--- src/rtl/matrix_pkg.sv ---
// Shared definitions for the matrix datapath: element geometry, opcodes and
// the element-select helper used wherever a packed result matrix is read.
package matrix_pkg;

  localparam int ELEM_W  = 8;
  localparam int DIM_MAX = 5;
  localparam int MAT_W   = ELEM_W * DIM_MAX * DIM_MAX;
  localparam int IDX_W   = 3;

  localparam logic [2:0] OP_ADD       = 3'b000;
  localparam logic [2:0] OP_SUB       = 3'b001;
  localparam logic [2:0] OP_MUL       = 3'b010;
  localparam logic [2:0] OP_TRANSPOSE = 3'b011;
  localparam logic [2:0] OP_SCALE     = 3'b100;
  localparam logic [2:0] OP_END       = 3'b111;

  // Element (row,col) always lives at the 5x5 position, whatever the active N.
  function automatic logic [ELEM_W-1:0] elem_at(input logic [MAT_W-1:0] m,
                                                input logic [IDX_W-1:0] row,
                                                input logic [IDX_W-1:0] col);
    return m[ELEM_W * (DIM_MAX * int'(row) + int'(col)) +: ELEM_W];
  endfunction

endpackage

--- src/rtl/matrix_index_counter.sv ---
// Row-major (row, col) sequencer over an N x N matrix; last flags (N-1, N-1).
module matrix_index_counter
  import matrix_pkg::*;
(
  input  logic             clk,
  input  logic             reset,
  input  logic             clear,
  input  logic             advance,
  input  logic [IDX_W-1:0] n,
  output logic [IDX_W-1:0] row,
  output logic [IDX_W-1:0] col,
  output logic             last
);

  logic col_wrap;

  assign col_wrap = (col == n - IDX_W'(1));
  assign last     = col_wrap && (row == n - IDX_W'(1));

  // NOTE: sequential state uses non-blocking assignments so every register
  // samples the pre-edge values of its neighbours.
  always_ff @(posedge clk) begin
    if (reset || clear) begin
      row <= '0;
      col <= '0;
    end else if (advance) begin
      if (col_wrap) begin
        col <= '0;
        row <= row + IDX_W'(1);
      end else begin
        col <= col + IDX_W'(1);
      end
    end
  end

endmodule

--- src/rtl/matrix_writeback.sv ---
// Streams one captured 5x5 result matrix (active N x N corner) to memory in
// row-major order, one element per cycle, with done/halted handshaking.
module matrix_writeback
  import matrix_pkg::*;
#(
  parameter int                ADDR_W           = 8,
  parameter logic [ADDR_W-1:0] MEM_BASE_DEFAULT = '0
) (
  input  logic              clk,
  input  logic              reset,
  input  logic              start,
  input  logic [2:0]        opcode,
  input  logic [MAT_W-1:0]  result,
  input  logic [7:0]        matriz_size,
  input  logic [ADDR_W-1:0] base_addr,
  input  logic              base_addr_valid,
  output logic              mem_we,
  output logic [ADDR_W-1:0] mem_addr,
  output logic [7:0]        mem_wdata,
  output logic              busy,
  output logic              done,
  output logic              halted
);

  typedef enum logic [1:0] {IDLE, WRITE, DONE} state_t;

  state_t            state, next_state;
  logic              accept, last, advance;
  logic [IDX_W-1:0]  n_in, cap_n, row, col, nxt_row, nxt_col;
  logic [MAT_W-1:0]  cap_mat;
  logic [ADDR_W-1:0] base_sel;

  logic              mem_we_d, busy_d, done_d, halted_d;
  logic [ADDR_W-1:0] mem_addr_d;
  logic [7:0]        mem_wdata_d;

  assign n_in     = (matriz_size > 8'(DIM_MAX)) ? IDX_W'(DIM_MAX) : matriz_size[IDX_W-1:0];
  assign base_sel = base_addr_valid ? base_addr : MEM_BASE_DEFAULT;
  assign accept   = (state == IDLE) && start && !halted;
  assign advance  = (state == WRITE) && !last;

  matrix_index_counter u_index (
    .clk     (clk),
    .reset   (reset),
    .clear   (accept),
    .advance (advance),
    .n       (cap_n),
    .row     (row),
    .col     (col),
    .last    (last)
  );

  // State register plus the output registers, all fed from the comb blocks.
  always_ff @(posedge clk) begin
    if (reset) begin
      state     <= IDLE;
      mem_we    <= 1'b0;
      mem_addr  <= '0;
      mem_wdata <= '0;
      busy      <= 1'b0;
      done      <= 1'b0;
      halted    <= 1'b0;
    end else begin
      state     <= next_state;
      mem_we    <= mem_we_d;
      mem_addr  <= mem_addr_d;
      mem_wdata <= mem_wdata_d;
      busy      <= busy_d;
      done      <= done_d;
      halted    <= halted_d;
    end
  end

  // NOTE: the captured matrix is pure datapath and is only read after an
  // accept has loaded it, so it carries no reset.
  always_ff @(posedge clk) begin
    if (accept) begin
      cap_mat <= result;
      cap_n   <= n_in;
    end
  end

  always_comb begin
    // NOTE: assign a default before the case so no path leaves the signal
    // unassigned, which would infer a latch.
    next_state = state;
    unique case (state)
      IDLE:    if (accept) next_state = (opcode == OP_END || n_in == '0) ? DONE : WRITE;
      WRITE:   if (last) next_state = DONE;
      DONE:    next_state = IDLE;
      default: next_state = IDLE;
    endcase
  end

  always_comb begin
    mem_we_d    = 1'b0;
    mem_addr_d  = mem_addr;
    mem_wdata_d = mem_wdata;
    busy_d      = 1'b0;
    done_d      = 1'b0;
    halted_d    = halted;
    nxt_row     = row;
    nxt_col     = col + IDX_W'(1);
    if (col == cap_n - IDX_W'(1)) begin
      nxt_row = row + IDX_W'(1);
      nxt_col = '0;
    end
    unique case (state)
      IDLE: begin
        if (accept) begin
          if (opcode == OP_END) begin
            halted_d = 1'b1;
            done_d   = 1'b1;
          end else if (n_in == '0) begin
            done_d = 1'b1;
          end else begin
            // First element comes straight from the inputs on the capture edge.
            mem_we_d    = 1'b1;
            busy_d      = 1'b1;
            mem_addr_d  = base_sel;
            mem_wdata_d = result[ELEM_W-1:0];
          end
        end
      end
      WRITE: begin
        if (last) begin
          done_d = 1'b1;
        end else begin
          // Row-major order makes base + row*N + col a simple running increment.
          mem_we_d    = 1'b1;
          busy_d      = 1'b1;
          mem_addr_d  = mem_addr + ADDR_W'(1);
          mem_wdata_d = elem_at(cap_mat, nxt_row, nxt_col);
        end
      end
      default: ;
    endcase
  end

endmodule

--- config.mk ---
export PLATFORM = sky130hd
export DESIGN_NAME = matrix_writeback
export DESIGN_NICKNAME = d
export VERILOG_FILES = /design/src/rtl/matrix_pkg.sv /design/src/rtl/matrix_index_counter.sv /design/src/rtl/matrix_writeback.sv
export SDC_FILE = /design/constraint.sdc
export NUM_CORES = 1
export LEC_CHECK = 0
export BUFFER_PORTS_ARGS = -buffer_cell sky130_fd_sc_hd__buf_2
export CAP_MARGIN = 15
export CORE_MARGIN = 2
export CORE_UTILIZATION = 40
export DETAILED_ROUTE_END_ITERATION = 8
export GPL_ROUTABILITY_DRIVEN = 0
export SYNTH_ARGS = -nofsm -noshare
export SYNTH_HDL_FRONTEND = slang
export SYNTH_HIERARCHICAL = 1
export SYNTH_SLANG_ARGS = --single-unit
--- constraint.sdc ---
create_clock -name clk -period 33.5 [get_ports clk]
set_input_delay 5.025 -clock clk [delete_from_list [all_inputs] [get_ports clk]]
set_output_delay 5.025 -clock clk [all_outputs]
set_load 0.05 [all_outputs]
Word-level counts from Yosys, hierarchy flattened

Cells that the tools add are included.

Flip-flop bits (word level): 230
Latch bits: 0
Bits in writable memories: 0
Memory bits (read-only): 0
Bits of input ports: 223
Output and inout port bits: 20
Logic and storage cells: 69
Memories kept: 0

Add/subtract/negate cells: 5
Multipliers: 1
Div/mod/pow operators: 0
Order comparisons: 1
Equality and inequality tests: 9
Shift operators: 1
Multiplexer cells: 28
Bitwise operators: 0
Reductions and logical operators: 14

Operators with widths:

| kind                                                                  | count |
|---|---|
| 200-bit by 11-bit variable part select with 8-bit output              | 1 |
| 8-bit 2-to-1 mux                                                      | 9 |
| 8-bit one-hot mux with 2 select lines                                 | 2 |
| 3-bit 2-to-1 mux                                                      | 3 |
| 8-bit by 1-bit adder with 8-bit output (second input constant)        | 1 |
| 8-bit by 3-bit > comparator with 1-bit output (second input constant) | 1 |
| 1-bit 2-to-1 mux                                                      | 8 |
| 2-bit inequality test (second input constant)                         | 4 |
| 6-bit by 3-bit adder with 7-bit output                                | 1 |
| 3-bit by 1-bit adder with 3-bit output (second input constant)        | 2 |
| 3-bit == test                                                         | 2 |
| 3-bit by 3-bit multiplier with 6-bit output (first input constant)    | 1 |
| 2-bit 2-to-1 mux                                                      | 3 |
| 5-bit AND reduction                                                   | 1 |
| 1-bit logical AND                                                     | 4 |
| 1-bit one-hot mux with 2 select lines                                 | 2 |
| 2-bit one-hot mux with 2 select lines                                 | 1 |
| 3-bit == test (second input constant)                                 | 1 |
| 3-bit zero test                                                       | 1 |
| 3-bit AND reduction                                                   | 1 |
| 3-bit by 1-bit subtractor with 3-bit output (second input constant)   | 1 |
| 2-bit by 1-bit == test with 1-bit output (second input constant)      | 1 |
| 1-bit zero test                                                       | 2 |
| 2-bit zero test                                                       | 1 |
| 4 further kinds                                                       | 5 |

Longest topological paths before layout

Gate-level depths: netlist of run 1.

Depth in word-level cells: 8
Depth in mapped cells: 19
Gate-level depth less buffers: 16

Modules after synthesis

Netlist of run 1, hierarchy kept.

Modules (own cells, without submodules):

| module               | instances | cells an instance | area each (um2) | seq. area each (um2) |
|---|---|---|---|---|
| matrix_writeback     | 1         | 796               | 10034.6         | 6516.2 |
| matrix_index_counter | 1         | 42                | 419.2           | 120.1 |

Least setup slack after synthesis of run 1

No wires, ideal clock.

Path kind: input to register
From: input start
To: register mem_addr[1]
Setup time: 0.091 ns
Arrival time: 29.168 ns
Required time: 33.409 ns
Slack: 4.241 ns
Stages: 7
Buffers on the path: 2
Cells stage by stage: nor4b_1 inv_1 o31ai_2 buf_2 buf_2 nor2_1 a311oi_1

Cells in the longest elaborated chain, start to end: 4

Ends and longest elaborated chain:

| item                                                              | RTL line               | source |
|---|---|---|
| start, declared                                                   | matrix_writeback.sv:11 | `input logic start,` |
| 1-bit logical AND (2 in a row)                                    | matrix_writeback.sv:39 | `assign accept = (state == IDLE) && start && !halted;` |
| 2-bit by 1-bit inequality test with 1-bit output (no source line) | -                      |  |
| 5-bit AND reduction (no source line)                              | -                      |  |
| end signal, assigned                                              | matrix_writeback.sv:66 | `mem_addr <= mem_addr_d;` |
| end, declared                                                     | matrix_writeback.sv:18 | `output logic [ADDR_W-1:0] mem_addr,` |

Every way passes these cells.
A chain may end at the register's enable or synchronous reset.

Final worst setup path of run 1

From: input start
To: register mem_wdata[3]

Cells in the longest elaborated chain, start to end: 4

Ends and longest elaborated chain:

| item                                                              | RTL line               | source |
|---|---|---|
| 1-bit logical AND (2 in a row)                                    | matrix_writeback.sv:39 |  |
| named net accept                                                  | matrix_writeback.sv:28 | `logic accept, last, advance;` |
| 2-bit by 1-bit inequality test with 1-bit output (no source line) | -                      |  |
| 5-bit AND reduction (no source line)                              | -                      |  |
| end signal, assigned                                              | matrix_writeback.sv:67 | `mem_wdata <= mem_wdata_d;` |
| end, declared                                                     | matrix_writeback.sv:19 | `output logic [7:0] mem_wdata,` |

The timed path passes the listed nets, and every way through them passes these cells.

==> impl_metrics.ini, run 1 <==
[outcome]
outcome = finished, final reports clean

[detailed_routing]
drc_violations_left = 0
detailroute.via_count = 7593
detail_route.wl_per_cell_um = 19.5
avgViaCountPerCell = 5.32
detail_route.first_pass.iterations = 7
drt_first_iter_violations = 704
postRouteWirelength_um = 27800
ant_nets = 0

[sta]
timing.final.max_slew_violations = 0
final.min_clock_period_ns = 7.00
fmax_ghz = 0.143
setup_repair_after_global_routing_missed_its_margin = false
setup_viol = 0
setup_total_negative_slack_ns = 0
final_worst_path_setup_slack_ns = 26.50
layout_worst_path_cycle_share_pct = 20.9
relSlewSlack_pct = 20.1
timing.clock.skew_ns = 0.0130
timing.final.hold_violations = 0
timing_worst_slew_pin_value_ns = 1.20

[clock_network]
cts.reportedPaths.clkPinSlew_ns = 0.06
cts_resized = 0
clock_path_buffers = 3
numClockSinks = 230
hold_buffers = 0
post-cts-setup-buffer-count = 0
tritoncts = built
numCtsBuffers = 26
clock_tree.root_cell = sky130_fd_sc_hd__clkbuf_16
clock_insertion_delay_worst_skew_ns = 0.53
cts_htree_levels = 1

[layout]
syn_to_final_growth_pct = 23.1
fill_cell_instance_count_of_the_final_layout = 2346
stdcell_area_um2 = 12900
top_library_cells_by_usage_in_the_layout_fill_and_taps_aside = sky130_fd_sc_hd__buf_2 (242), sky130_fd_sc_hd__edfxtp_1 (203), sky130_fd_sc_hd__nand2_1 (144)
layout_commonest_cell = sky130_fd_sc_hd__buf_2
final_nets = 1311
fin_cells = 1427
drive_above_1_share_pct = 30.4

[synth]
post_synth_edffs = 203
synth_seq_cells = 230
ys_types = 66
synthesis.instances = 838
synthesis.area_um2 = 10500
yosysWarningCount = 6
average_cell_area_after_synthesis_um2 = 12.5
postSynth.asyncResetShare_pct = 0
synth_flop_cell = sky130_fd_sc_hd__edfxtp_1
ys_seq_area_share_pct = 63.5
synth_fp_nets = 1077

[global_routing]
global_route.usage.total_pct = 19.4
vias_in_the_first_global_route = 7225
grt_pass1_wl_um = 41400
gr-total-overflow = 0
antenna_found_initial = 1
grt_max_degree = 207

[run]
drv_cap = 0

[critical_path]
worst-setup-path-type = input port to flip-flop
critical_path_arrival_ns = 7.40
crit_fanout = 26
worstPathRequired_ns = 33.91
worst_setup_path_start_kind = input port
endpoint_kind_of_the_worst_setup_timing_path = flip-flop

[floorplan]
floorplan.rows = 59
core_um2 = 25800
die_w_um = 166
die_y_um = 166
io_pins = 243
initial_core_util_pct = 40.5
die-area_um2 = 27400

[placement]
place.detailed.hpwl_um = 18700
placement.io_buffers = 242
placed_cells_incl_taps = 1379
dpl_worst_slack_ns = 25.99
detailed_place.area_um2 = 12000

[power_and_ir_drop]
clkPwrFrac_pct = 39.8
design_internal_power_w = 0.000547
static-leakage-power_nw = 5.05
swShare_pct = 24.8
cellPowerDensity_nw_per_um2 = 56.5
switchingPower_w = 0.000181
combinational_share_of_power_pct = 12.5
peakVddDrop_mv = 0.0414
design_power_total_w = 0.000728
share_of_total_power_in_sequential_cells_pct = 47.7

[min_path]
worst_hold_path_type = flip-flop to flip-flop
[synthesized netlist by cell type, drive strengths merged (8+ instances only)]
master  instances  share of area (%)
edfxtp        203                 58
nand2         144                5.2
nor2           49                1.8
nand3          46                2.2
a21oi          29                1.4
mux2i          29                2.8
dfxtp          27                5.2
o21ai          26                1.2
clkbuf         24               0.86
buf            23                1.2
nor3           22                1.1
a31oi          21                1.3
a211oi         16                1.4
ha             15                1.8
inv            12               0.43
mux4           10                2.2
xnor2          10                1.0
xor2           10                1.1
nand4           8               0.62
[per-stage QoR]
step                hold WS [ns]  util, %
floorplan                  0.481        -
global placement           0.507     46.4
detailed placement         0.522     46.4
CTS                        0.532     49.8
global route               0.563     49.8
finish                     0.535     49.8
[critical path, stage by stage]
cell,delay [ns]
sky130_fd_sc_hd__buf_2,0.09
sky130_fd_sc_hd__nor4b_2,0.34
sky130_fd_sc_hd__inv_1,0.17
sky130_fd_sc_hd__o31ai_4,0.95
sky130_fd_sc_hd__nand3_1,0.43
sky130_fd_sc_hd__a21oi_1,0.28
sky130_fd_sc_hd__a211oi_2,0.10
[kinds of logic after synthesis]
group	after synthesis	synth area share, %
AOI/OAI and AO/OA	157	10.6
xor gates and xnor gates	22	2.53
adders and majority gates	16	1.99
buffers and inverters	59	2.48
DFF	230	63.5
muxes	44	5.47
and+or+nand+nor	310	13.5
[cell type report]
type,count,area [um2],area share (%)
sequential,230,6640,51.6
antenna,1,2.50,0.0194
inverter,12,45.0,0.350
timing repair buffer,253,1310,10.1
multi-input combinational,549,3590,27.9
tap,335,419,3.26
clock inverter,11,131,1.02
clock buffer,36,739,5.74
[state kept, by name, indices dropped and copies added (netlist names)]
register and cells:
busy 1, cap_mat 200, cap_n 3, done 1, halted 1, mem_addr 8, mem_wdata 8, state 2
u_index/col 3, u_index/row 3
[per-layer routing]
| metal | vias up | track usage, % | wire [um] |
|---|---|---|---|
| li1 | 3644 | - | - |
| met1 | 3622 | 28.1 | 12700 |
| met2 | 289 | 30.1 | 12600 |
| met3 | 38 | 3.70 | 1840 |
| met4 | 0 | 5.22 | 613 |
| met5 | - | 0 | 0 |
[final timing paths]
check | cells after the start | slack (ns) | to | start
max | 7 | 26.50 | mem_wdata[3]$_SDFFE_PP0P_ | start
min | 2 | 0.53 | halted$_SDFFE_PP0P_ | halted$_SDFFE_PP0P_
max reg2reg | 15 | 28.00 | mem_wdata[0]$_SDFFE_PP0P_ | cap_n[0]$_DFFE_PP_
min reg2reg | 2 | 0.53 | halted$_SDFFE_PP0P_ | halted$_SDFFE_PP0P_
[power by group through the flow]
stage | Combinational [W] | Sequential, W | Clock [W]
after floorplan | 0.0000505 | 0.000372 | 0
after global routing | 0.0000998 | 0.000349 | 0.000307
after global placement | 0.0000911 | 0.000352 | 0
after CTS | 0.0000924 | 0.000347 | 0.000295
final | 0.0000913 | 0.000347 | 0.000290
after detailed placement | 0.0000919 | 0.000353 | 0
Note: power is estimated with default switching activity, not from simulation.
==> run 2, diff against run 1 <==
==> constraint.sdc (replaced) <==
create_clock -name clk -period 6.8 [get_ports clk]
set_input_delay 1.02 -clock clk [delete_from_list [all_inputs] [get_ports clk]]
set_output_delay 1.02 -clock clk [all_outputs]
set_load 0.05 [all_outputs]
==> impl_metrics.ini, run 2 (synthesized netlist as in run 1, its figures left out) <==
[clock_network]
numClockSinks = 230
clock_path_buffers = 3
tritoncts = built
clock_tree.root_cell = sky130_fd_sc_hd__clkbuf_16
cts_resized = 0
hold_buffers = 0
clock_insertion_delay_worst_skew_ns = 0.52
cts_htree_levels = 1
cts.reportedPaths.clkPinSlew_ns = 0.06
post-cts-setup-buffer-count = 0
numCtsBuffers = 26

[global_routing]
grt_max_degree = 207
global_route.usage.total_pct = 19.9
grt_pass1_wl_um = 42900
antenna_found_initial = 1
vias_in_the_first_global_route = 7349
gr-total-overflow = 0

[critical_path]
worst-setup-path-type = flip-flop to flip-flop
register_to_register_setup_slack_ns = 1.51
cp-startpoint = cap_n[0]$_DFFE_PP_
reg2regPathDepth = 13
worst_setup_path_start_kind = flip-flop
r2r-start = cap_n[0]$_DFFE_PP_
crit_fanout = 24
worstPathRequired_ns = 7.20
endpoint_kind_of_the_worst_setup_timing_path = flip-flop
critical_path_arrival_ns = 5.69
worstSetupEndpoint = mem_wdata[1]$_SDFFE_PP0P_
worstReg2RegEnd = mem_wdata[1]$_SDFFE_PP0P_

[min_path]
worst_hold_path_type = flip-flop to flip-flop

[placement]
placed_cells_incl_taps = 1378
place.detailed.hpwl_um = 19500
placement.io_buffers = 242

[floorplan]
die-area_um2 = 27400
initial_core_util_pct = 40.5
die_w_um = 166
floorplan.rows = 59
core_um2 = 25800
die_y_um = 166
io_pins = 243

[layout]
syn_to_final_growth_pct = 22.4
multiInputGateArea_um2 = 3600
largest-register = cap_mat
register_area_um2 = 6640
largest_register_ff_count = 200
drive_above_1_share_pct = 30.0
fill_cell_instance_count_of_the_final_layout = 2347
layout_commonest_cell = sky130_fd_sc_hd__buf_2
fin_cells = 1427
reg.largest.list = cap_mat: 200 flops, mem_addr: 8 flops, mem_wdata: 8 flops
top_library_cells_by_usage_in_the_layout_fill_and_taps_aside = sky130_fd_sc_hd__buf_2 (242), sky130_fd_sc_hd__edfxtp_1 (203), sky130_fd_sc_hd__nand2_1 (144)
final_nets = 1310

[sta]
timing_worst_slew_pin_value_ns = 1.34
timing.clock.skew_ns = 0.00722
timing.final.hold_violations = 0
final.min_clock_period_ns = 5.29
worst_hold_slack_ns = 0.539
layout_worst_path_cycle_share_pct = 77.7
setup_total_negative_slack_ns = 0
setup_viol = 0
relSlewSlack_pct = 10.8
setup_repair_after_global_routing_missed_its_margin = false
fmax_ghz = 0.189
timing.final.max_slew_violations = 0

[detailed_routing]
avgViaCountPerCell = 5.36
ant_nets = 0
postRouteWirelength_um = 28100
drt_first_iter_violations = 880
drc_violations_left = 0
detailroute.via_count = 7651
detail_route.first_pass.iterations = 6
detail_route.wl_per_cell_um = 19.7

[run]
drv_cap = 0

[power_and_ir_drop]
switchingPower_w = 0.000889
cellPowerDensity_nw_per_um2 = 272
design_internal_power_w = 0.00259
share_of_total_power_in_sequential_cells_pct = 49.3
peakVddDrop_mv = 0.218
swShare_pct = 25.5
static-leakage-power_nw = 5.01
clkPwrFrac_pct = 37.6
combinational_share_of_power_pct = 13.1

[outcome]
outcome = finished, final reports clean
run 2: cell types whose count changed in the layout (fill, tap and decap cells not counted), sizes merged:
cell and delta:
clkbuf -3, clkinv +6, buf -1, bufinv -2
run 2: layer usage:
| metal | vias up | GRT usage, % | share of wire, % |
|---|---|---|---|
| met5 | - | 0 | 0 |
| met4 | 0 | 5.52 | 2.5 |
| met3 | 41 | 3.68 | 7.7 |
| met2 | 342 | 30.4 | 45 |
| met1 | 3625 | 29.3 | 45 |
| li1 | 3643 | - | - |
run 2: area by class of cell:
class	count	share of cell area, %
tap	335	3.28
clock inverter	15	0.733
antenna	1	0.0196
multi-input combinational	549	28.1
timing repair buffer	252	10.1
sequential	230	51.9
inverter	12	0.352
clock buffer	33	5.46
run 2: critical path, stage by stage (launching register included):
cell,delay [ns]
sky130_fd_sc_hd__edfxtp_1,0.53
sky130_fd_sc_hd__inv_1,0.11
sky130_fd_sc_hd__ha_1,0.16
sky130_fd_sc_hd__xor3_1,0.31
sky130_fd_sc_hd__nor3_2,0.53
sky130_fd_sc_hd__nand2_1,0.14
sky130_fd_sc_hd__xnor2_1,0.23
sky130_fd_sc_hd__ha_1,0.28
sky130_fd_sc_hd__ha_1,0.34
sky130_fd_sc_hd__fa_1,1.10
sky130_fd_sc_hd__and2_0,0.86
sky130_fd_sc_hd__a221oi_1,0.21
sky130_fd_sc_hd__a41oi_1,0.24
sky130_fd_sc_hd__o21ai_0,0.11
run 2: power by group through the flow:
| stage | clock [W] | sequential, W | combinational [W] |
|---|---|---|---|
| 6_report | 0.00131 | 0.00171 | 0.000457 |
| 3_3_place_gp | 0 | 0.00174 | 0.000458 |
| 2_1_floorplan | 0 | 0.00178 | 0.000248 |
| 3_5_place_dp | 0 | 0.00174 | 0.000457 |
| 5_1_grt | 0.00139 | 0.00172 | 0.000499 |
| 4_1_cts | 0.00133 | 0.00171 | 0.000460 |
run 2: through the flow:
stage	utilization, %	cell area [um2]	setup slack [ns]	total power [W]
floorplan	-	10500	-2.68	0.00203
global placement	46.5	12000	1.69	0.00220
detailed placement	46.5	12000	1.54	0.00220
CTS	49.5	12800	1.51	0.00350
global route	49.5	12800	1.09	0.00361
finish	49.5	12800	1.51	0.00348
run 2: worst min-delay path by stage:
| stage | slack, ns | depth (start not counted) | start | end |
|---|---|---|---|---|
| floorplan | 0.49 | 2 | u_index/row[2]$_SDFFE_PP0P_ | u_index/row[2]$_SDFFE_PP0P_ |
| global placement | 0.52 | 2 | mem_addr[5]$_SDFFE_PP0P_ | mem_addr[5]$_SDFFE_PP0P_ |
| detailed placement | 0.53 | 2 | mem_addr[4]$_SDFFE_PP0P_ | mem_addr[4]$_SDFFE_PP0P_ |
| CTS | 0.54 | 2 | mem_addr[4]$_SDFFE_PP0P_ | mem_addr[4]$_SDFFE_PP0P_ |
| global route | 0.57 | 2 | mem_addr[4]$_SDFFE_PP0P_ | mem_addr[4]$_SDFFE_PP0P_ |
| finish | 0.54 | 2 | mem_addr[4]$_SDFFE_PP0P_ | mem_addr[4]$_SDFFE_PP0P_ |
==> run 3, diff against run 2 <==
--- a/config.mk
+++ b/config.mk
@@ -5,6 +5,7 @@
 export SDC_FILE = /design/constraint.sdc
 export NUM_CORES = 1
 export LEC_CHECK = 0
+export ABC_AREA = 1
 export BUFFER_PORTS_ARGS = -buffer_cell sky130_fd_sc_hd__buf_2
 export CAP_MARGIN = 15
 export CORE_MARGIN = 2
==> constraint.sdc (replaced) <==
create_clock -name clk -period 5.35 [get_ports clk]
set_input_delay 0.8025 -clock clk [delete_from_list [all_inputs] [get_ports clk]]
set_output_delay 0.8025 -clock clk [all_outputs]
set_load 0.05 [all_outputs]
==> impl_metrics.ini, run 3 <==
[critical_path]
worstPathRequired_ns = 5.81
timing.critical_path.slowest_stage_cell = sky130_fd_sc_hd__fa_1
critical_path_buf_inv_count = 6
worst-setup-path-type = flip-flop to flip-flop
register_to_register_setup_slack_ns = 0.99
worst_setup_path_start_kind = flip-flop
max_stage_delay_ns = 0.74
crit_fanout = 15
cp_top_family = adder cells
endpoint_kind_of_the_worst_setup_timing_path = flip-flop
reg2regPathDepth = 22
cp-startpoint = cap_n[0]$_DFFE_PP_
r2r-start = cap_n[0]$_DFFE_PP_
path_depth = 22
worstReg2RegEnd = mem_wdata[0]$_SDFFE_PP0P_
critical_path_arrival_ns = 4.83
worstSetupEndpoint = mem_wdata[0]$_SDFFE_PP0P_
path_cells = inv_2 > ha_1 > inv_1 > nand2_1 > nand2_1 > nor2_2 > nand2_2 > inv_1 > nand2_1 > xor2_1 > inv_1 > ha_1 > ha_1 > fa_1 > buf_4 > nor2_1 > nand3_2 > o21ai_0 > inv_1 > a21oi_1 > nand2_1 > a21oi_1

[detailed_routing]
avgViaCountPerCell = 5.00
drc_violations_left = 0
postRouteWirelength_um = 28600
drt_first_iter_violations = 715
detail_route.first_pass.iterations = 5
ant_nets = 0
detail_route.wl_per_cell_um = 18.0
detailroute.via_count = 7928

[sta]
timing.clock.skew_ns = 0.0162
setup_total_negative_slack_ns = 0
setup_repair_after_global_routing_missed_its_margin = false
relSlewSlack_pct = 32.3
setup_viol = 0
worst_hold_slack_ns = 0.438
final.min_clock_period_ns = 4.36
timing.final.max_slew_violations = 0
fmax_ghz = 0.229
timing.final.hold_violations = 0
timing_worst_slew_pin_value_ns = 1.01
layout_worst_path_cycle_share_pct = 81.5

[synth]
ys_seq_area_share_pct = 64.0
synth_area_leaders = sky130_fd_sc_hd__edfxtp_1 (59%), sky130_fd_sc_hd__nand3_1 (12%), sky130_fd_sc_hd__nand2_1 (7.5%)
synth_flop_cell = sky130_fd_sc_hd__edfxtp_1
ys_types = 36
yosys.area.top_type_share_pct = 58.8
synth_fp_nets = 1248
synthesis.instances = 1009
synth.most_common_cell = sky130_fd_sc_hd__nand3_1
yosysTopAreaCell = sky130_fd_sc_hd__edfxtp_1
synthesis.area_um2 = 10400
netlist_top_cells_count = sky130_fd_sc_hd__nand3_1 (248), sky130_fd_sc_hd__nand2_1 (206), sky130_fd_sc_hd__edfxtp_1 (203)
post_synth_edffs = 203
postSynth.asyncResetShare_pct = 0
yosysWarningCount = 6
synth_seq_cells = 230
average_cell_area_after_synthesis_um2 = 10.3

[power_and_ir_drop]
peakVddDrop_mv = 0.227
static-leakage-power_nw = 5.59
cellPowerDensity_nw_per_um2 = 360

[layout]
largest_register_ff_count = 200
top_library_cells_by_usage_in_the_layout_fill_and_taps_aside = sky130_fd_sc_hd__nand3_1 (248), sky130_fd_sc_hd__buf_2 (242), sky130_fd_sc_hd__nand2_1 (206)
drive_above_1_share_pct = 24.8
multiInputGateArea_um2 = 3070
stdcell_area_um2 = 12700
layout_commonest_cell = sky130_fd_sc_hd__nand3_1
final_nets = 1475
register_area_um2 = 6640
reg.largest.list = cap_mat: 200 flops, mem_addr: 8 flops, mem_wdata: 8 flops
fill_cell_instance_count_of_the_final_layout = 2316
syn_to_final_growth_pct = 22.7
largest-register = cap_mat

[floorplan]
die_y_um = 165
io_pins = 243
die-area_um2 = 27200
die_w_um = 165
floorplan.rows = 58
initial_core_util_pct = 40.9
core_um2 = 25300

[global_routing]
grt_max_degree = 142
global_route.usage.total_pct = 21.2
gr-total-overflow = 0
grt_pass1_wl_um = 43400
antenna_found_initial = 4
vias_in_the_first_global_route = 7672

[clock_network]
clock_insertion_delay_worst_skew_ns = 0.54
cts.reportedPaths.clkPinSlew_ns = 0.06
clock_path_buffers = 3
clock_tree.root_cell = sky130_fd_sc_hd__clkbuf_16
tritoncts = built
post-cts-setup-buffer-count = 0
cts_resized = 0
numCtsBuffers = 26
cts_htree_levels = 1
numClockSinks = 230
hold_buffers = 0

[placement]
place.detailed.hpwl_um = 19800
detailed_place.area_um2 = 11800
placement.io_buffers = 242

[min_path]
worst_hold_path_type = input port to flip-flop

[run]
drv_cap = 0

[outcome]
outcome = finished, final reports clean
[run 3: changes by cell type in the layout (fill, tap and decap cells not counted), sizes merged, moves of 10 or more]
cell | previous run | this run
nand3 | 46 | 252
a211oi | 16 | 2
inv | 12 | 112
a31oi | 21 | 2
nor3 | 22 | 1
nand2 | 144 | 212
mux4 | 10 | 0
mux2i | 29 | 1
[run 3: area by class of cell]
class	instances	share of cell area (%)
inverters	112	3.31
multi-input cells	614	24.1
clock inverters	13	1.57
well taps	330	3.25
repair buffers	252	10.2
diodes	3	0.0590
clock buffers	32	5.29
flip-flops and latches	230	52.2
[run 3: how the worst min path moves through the flow]
stage,start,to,depth (start not counted)
after floorplan,u_index/row[2]$_SDFFE_PP0P_,u_index/row[2]$_SDFFE_PP0P_,3
after global placement,mem_addr[6]$_SDFFE_PP0P_,mem_addr[6]$_SDFFE_PP0P_,2
after detailed placement,mem_addr[6]$_SDFFE_PP0P_,mem_addr[6]$_SDFFE_PP0P_,2
after CTS,result[140],cap_mat[140]$_DFFE_PP_,1
after global routing,result[109],cap_mat[109]$_DFFE_PP_,1
final,result[140],cap_mat[140]$_DFFE_PP_,1
[run 3: per-layer routing]
layer	up-vias	track usage (%)	share of wire (%)
met3	46	4.22	6.3
met1	3705	27.5	41
met4	2	6.09	2.7
met2	254	36.2	50
met5	-	0	0.038
li1	3921	-	-
[run 3: where the power goes]
group	switching, W	internal (W)	leakage (nW)
Combinational	0.000402	0.000187	3.01
Sequential	0.0000429	0.00212	2.16
Clock	0.000698	0.00113	0.422
[run 3: cells by family after synthesis]
| group | after synthesis | share of synthesized area, % |
|---|---|---|
| simple gates | 518 | 23.0 |
| fa+ha+maj | 16 | 2.00 |
| mux | 1 | 0.0966 |
| compound gates | 71 | 3.63 |
| xor+xnor | 8 | 0.676 |
| flops | 230 | 64.0 |
| buf+inv | 165 | 6.53 |
[run 3: stage by stage]
stage | instances | util (%) | worst slack (ns) | power (W)
after detailed placement | 1538 | 46.7 | 0.984 | 0.00279
after floorplan | 1009 | - | 0.583 | 0.00257
after global placement | 1538 | 46.7 | 1.10 | 0.00279
after global routing | 1584 | 50.2 | 0.512 | 0.00477
final | 1586 | 50.2 | 0.988 | 0.00458
after CTS | 1583 | 50.2 | 0.954 | 0.00462
